[config.mk]
export PLATFORM = sky130hd
export DESIGN_NAME = alu_exec_unit
export DESIGN_NICKNAME = d
export VERILOG_FILES = /design/src/rtl/alu_exec_unit.sv
export SDC_FILE = /design/constraint.sdc
export NUM_CORES = 1
export LEC_CHECK = 0
export ABC_AREA = 1
export CAP_MARGIN = 20
export CORE_ASPECT_RATIO = 1.5
export CORE_MARGIN = 2
export CORE_UTILIZATION = 40
export DETAILED_ROUTE_END_ITERATION = 16
export PLACE_DENSITY_LB_ADDON = 0.12
export SYNTH_ARGS = -nofsm -noshare
export SYNTH_HDL_FRONTEND = slang
export SYNTH_SLANG_ARGS = --single-unit
export TNS_END_PERCENT = 10
[constraint.sdc]
create_clock -name clk -period 4 [get_ports clk]
set_input_delay 0.4 -clock clk [delete_from_list [all_inputs] [get_ports clk]]
set_output_delay 0.4 -clock clk [all_outputs]
set_load 0.005 [all_outputs]
[src/rtl/alu_exec_unit.sv]
// Iterative execute-stage ALU: single-cycle arithmetic/logic, bit-serial shifts.
// Valid/ready handshake on both sides; one operation in flight at a time.
module alu_exec_unit #(
  parameter int XLEN = 32,
  localparam int SHW = $clog2(XLEN)
) (
  input  logic            clk,
  input  logic            rst_n,
  input  logic            in_valid,
  output logic            in_ready,
  input  logic [3:0]      alu_ctrl,
  input  logic [XLEN-1:0] op_a,
  input  logic [XLEN-1:0] op_b,
  output logic            out_valid,
  input  logic            out_ready,
  output logic [XLEN-1:0] result,
  output logic            zero
);

  localparam logic [3:0] OP_SUB  = 4'b0001;
  localparam logic [3:0] OP_AND  = 4'b0010;
  localparam logic [3:0] OP_OR   = 4'b0011;
  localparam logic [3:0] OP_XOR  = 4'b0100;
  localparam logic [3:0] OP_SLL  = 4'b0101;
  localparam logic [3:0] OP_SRL  = 4'b0110;
  localparam logic [3:0] OP_SRA  = 4'b0111;
  localparam logic [3:0] OP_SLT  = 4'b1000;
  localparam logic [3:0] OP_SLTU = 4'b1001;

  typedef enum logic [1:0] {IDLE, SHIFT, DONE} state_t;

  state_t          r_state;
  state_t          w_next_state;
  logic [XLEN-1:0] r_work;
  logic [SHW-1:0]  r_cnt;
  logic            r_left;
  logic            r_fill;

  logic            w_accept;
  logic            w_is_shift;
  logic [SHW-1:0]  w_amt;
  logic [XLEN-1:0] w_alu;

  // Shift codes return op_a unchanged here; that is the shift-by-0 result.
  function automatic logic [XLEN-1:0] alu_op(input logic [3:0] ctrl,
                                             input logic [XLEN-1:0] a,
                                             input logic [XLEN-1:0] b);
    logic [XLEN-1:0] r;
    r = a + b;
    case (ctrl)
      OP_SUB:                 r = a - b;
      OP_AND:                 r = a & b;
      OP_OR:                  r = a | b;
      OP_XOR:                 r = a ^ b;
      OP_SLL, OP_SRL, OP_SRA: r = a;
      OP_SLT:                 r = {{(XLEN-1){1'b0}}, ($signed(a) < $signed(b))};
      OP_SLTU:                r = {{(XLEN-1){1'b0}}, (a < b)};
      default:                r = a + b;
    endcase
    return r;
  endfunction

  function automatic logic [XLEN-1:0] shift_one(input logic [XLEN-1:0] w,
                                                input logic left,
                                                input logic fill);
    return left ? {w[XLEN-2:0], 1'b0} : {fill, w[XLEN-1:1]};
  endfunction

  assign w_accept   = in_valid && (r_state == IDLE);
  assign w_is_shift = (alu_ctrl == OP_SLL) || (alu_ctrl == OP_SRL) || (alu_ctrl == OP_SRA);
  assign w_amt      = op_b[SHW-1:0];
  assign w_alu      = alu_op(alu_ctrl, op_a, op_b);

  always_comb begin
    w_next_state = r_state;
    case (r_state)
      IDLE:    if (in_valid) w_next_state = (w_is_shift && (w_amt != '0)) ? SHIFT : DONE;
      SHIFT:   if (r_cnt == SHW'(1)) w_next_state = DONE;
      DONE:    if (out_ready) w_next_state = IDLE;
      default: w_next_state = IDLE;
    endcase
  end

  always_ff @(posedge clk or negedge rst_n) begin
    if (!rst_n) begin
      r_state <= IDLE;
      r_work  <= '0;
      r_cnt   <= '0;
      r_left  <= 1'b0;
      r_fill  <= 1'b0;
    end else begin
      r_state <= w_next_state;
      if (w_accept) begin
        r_left <= (alu_ctrl == OP_SLL);
        // SRA replicates the original sign bit for every position shifted in.
        r_fill <= (alu_ctrl == OP_SRA) ? op_a[XLEN-1] : 1'b0;
        if (w_is_shift && (w_amt != '0)) begin
          r_work <= op_a;
          r_cnt  <= w_amt;
        end else begin
          r_work <= w_alu;
        end
      end else if (r_state == SHIFT) begin
        r_work <= shift_one(r_work, r_left, r_fill);
        r_cnt  <= r_cnt - SHW'(1);
      end
    end
  end

  assign in_ready  = (r_state == IDLE);
  assign out_valid = (r_state == DONE);
  assign result    = r_work;
  assign zero      = (r_work == '0);

endmodule

==> impl_metrics.tcl <==
set metrics [dict create \
    synth_edf_count 0 \
    power.density_nw_per_um2 346.1 \
    synth_ff_type "dfrtp_1" \
    die_x_um 122.9 \
    design_area_um2 9991 \
    first_global_vias 10260 \
    vias_per_cell 5.613 \
    synth.avg_cell_area_um2 5.659 \
    clkPwrFrac_pct 14.2 \
    dpl.hpwl_mm 30.98 \
    hold_viol 0 \
    routed_wl_mm 37.36 \
    status "complete, no violations" \
    diodes 0 \
    async_reset_ff_share_pct 100.0 \
    finalSetupTns_ps 0 \
    io_pins 107 \
    combPwrFrac_pct 62.7 \
    n_fill_cell 2371 \
    intPower_mw 1.774 \
    placedCellCount 1845 \
    clock_sinks 41 \
    dp_worst_setup_slack_ps 661.4 \
    cts.repair.resized 0 \
    cts_max_level 2 \
    start_util_pct 40.56 \
    grt_pass1_wl_mm 57.15 \
    portBuffers 106 \
    numCtsBuffers 5 \
    hp-class "in2async" \
    power.net_switching_mw 1.684 \
    coreArea_um2 20900 \
    fin_skew_ps 11.22 \
    layout-drive-gt1-share_pct 4.288 \
    layout_setup_ws_ps 887.7 \
    std_cell_rows 65 \
    ir_drop_uv 190.3 \
    drcViolationCount 0 \
    worst_pin_slew_ps 829.3 \
    yosysSeqAreaShare_pct 12.10 \
    layout.cells.non_filler 1854 \
    finalMaxSlewViolations 0 \
    clock_latency_ps 300 \
    first_pass_iters 6 \
    fin_nets 1757 \
    cts_tree "built" \
    power_frac_seq_pct 23.2 \
    root_buffer "clkbuf_16" \
    synthesis.area_um2 8477 \
    die_h_um 182.3 \
    path_clk_slew_ps 70 \
    wl_per_cell_um 20.15 \
    min_period_ps 3112 \
    ys_warn_count 0 \
    power_mw 3.458 \
    post_cts_buffers 0 \
    grt_overflow 0 \
    synthesis.nets 1670 \
    cp.required_ps 4230 \
    grtUsageTotal_pct 33.53 \
    maxCapViolations 0 \
    area_growth_pct 17.86 \
    arrival_ps 3340 \
    syn_inst 1498 \
    p_leak_nw 5.160 \
    fmax_mhz 321.3 \
    num_vias 10410 \
    antenna_found_initial 0 \
    place_area_um2 9804 \
    gp_congestion 1.022 \
    ctsLongestPathBuffers 2 \
    worstSetupPathType "in2reg" \
    relSlewSlack_pct 44.65 \
    synth_seq_cells 41 \
    die_area_um2 22400 \
    dr.first_iter.drc_count 806 \
    worstSetupStartpointType "input pin" \
    setup_viol 0 \
    critPathMaxFanout 4 \
    ys_types 49 \
    final_util_pct 47.80 \
    critPathCaptureType "flip-flop" \
    sw_frac_of_total_pct 48.69 \
    grt_max_degree 40 \
    post-route-period-util_pct 77.81 \
    whs_ps 467.3 \
    grt_setup_unrepaired "no" \
    ant_nets 0 \
]
==> sequential cells by signal, indices dropped and copies added, names as in the netlist <==
register and flops:
r_cnt 5, r_fill 1, r_left 1, r_state 2
result 32
==> critical path: stages <==
cell and delay (ps):
clkdlybuf4s50_1 620, ha_1 210, inv_1 110, fa_1 400, nand2_1 100, nand2_1 70, nand3_1 110, nand2_1 100
nand2_1 110, nand2_1 120, nand2_1 140, nand2_1 180, nand2_1 100, nand3_1 60, nand4_1 270, nand2_1 90
a21oi_1 130
==> path summary, 6_finish.rpt <==
| path | slack (ps) | cells past startpoint | end | startpoint |
|---|---|---|---|---|
| min in group clk | 550 | 2 | r_fill$_DFFE_PN0P_ | r_fill$_DFFE_PN0P_ |
| worst max register to register | 1610 | 6 | result[8]$_DFFE_PN0P_ | r_state[0]$_DFFE_PN0P_ |
| worst min-delay path | 470 | 2 | r_cnt[0]$_DFFE_PN0P_ | rst_n |
| worst min register to register | 550 | 2 | r_fill$_DFFE_PN0P_ | r_fill$_DFFE_PN0P_ |
| max in group asynchronous | 2800 | 3 | result[11]$_DFFE_PN0P_ | rst_n |
| worst max-delay path | 890 | 17 | result[14]$_DFFE_PN0P_ | op_b[0] |
==> power groups by stage <==
stage	Combinational [mW]	Sequential, mW	Clock (mW)
6_report	2.17	0.801	0.490
5_1_grt	2.40	0.822	0.509
4_1_cts	2.15	0.799	0.494
3_5_place_dp	2.14	0.806	0
3_3_place_gp	2.13	0.801	0
2_1_floorplan	1.23	0.760	0
==> Yosys cell counts, types with 7 or more instances <==
master	count	share of area (%)
nor2_1	138	6.1
a21oi_1	105	6.2
buf_2	25	1.5
nor4_1	7	0.52
inv_1	260	12
nand4_1	13	0.96
inv_2	8	0.35
nor3_1	23	1.4
o21ai_0	94	5.5
nand2_1	385	17
ha_1	98	14
dfrtp_1	41	12
nand3_1	123	7.3
nand2_2	8	0.59
o21bai_1	15	1.3
clkbuf_1	17	0.75
a221oi_1	21	2.2
o22ai_1	33	2.4
==> cell usage in the layout (no fill, tap or decap), drive strengths merged, types with 2 or more instances in the layout <==
master	n
o21ai	100
clkbuf	6
o21bai	15
a22oi	3
a221oi	21
o221ai	4
a211oi	5
a31oi	4
ha	98
nand3	126
clkinv	2
dfrtp	41
nor2	139
o2111ai	4
or2	7
o211ai	6
clkdlybuf4s50	105
fa	2
a21oi	110
o22ai	33
nor3	25
o21a	3
nand4	13
nand2	393
buf	23
and2	2
xor2	6
nor4	7
inv	268
nand3b	4
a21o	4
==> cells by family (layout without fill, tap and decap cells) <==
| kind of cell | Yosys count | in the layout | share of synthesized area, % |
|---|---|---|---|
| adders and majority gates | 100 | 100 | 14.94 |
| AOI/OAI and AO/OA | 315 | 315 | 22.07 |
| buffers and inverters | 319 | 407 | 14.66 |
| xor gates and xnor gates | 6 | 6 | 0.6199 |
| DFF | 41 | 41 | 12.10 |
| and+or+nand+nor | 717 | 717 | 35.62 |
==> final cells by class <==
type,count,area [µm²],share of cell area (%)
multi-input cells,1138,6208,62.14
repair buffers,129,1231,12.32
flip-flops and latches,41,1026,10.27
inverters,270,1013,10.14
well taps,268,335.3,3.356
clock buffers,6,138.9,1.390
clock inverters,2,37.54,0.3757
==> metal layers <==
layer / GRT usage [%] / wire length, µm
met5: 0 / 0
met4: 16.83 / 2034
met3: 2.750 / 2130
met2: 59.80 / 18730
met1: 39.33 / 14470
==> repair_timing <==
action | 4_1_cts | 5_1_grt
hold buffers | 1 | 0
endpoints found under the setup margin | 0 | 0
endpoints found under the hold margin | 6 | 0
Note: power is estimated with default switching activity, not from simulation.
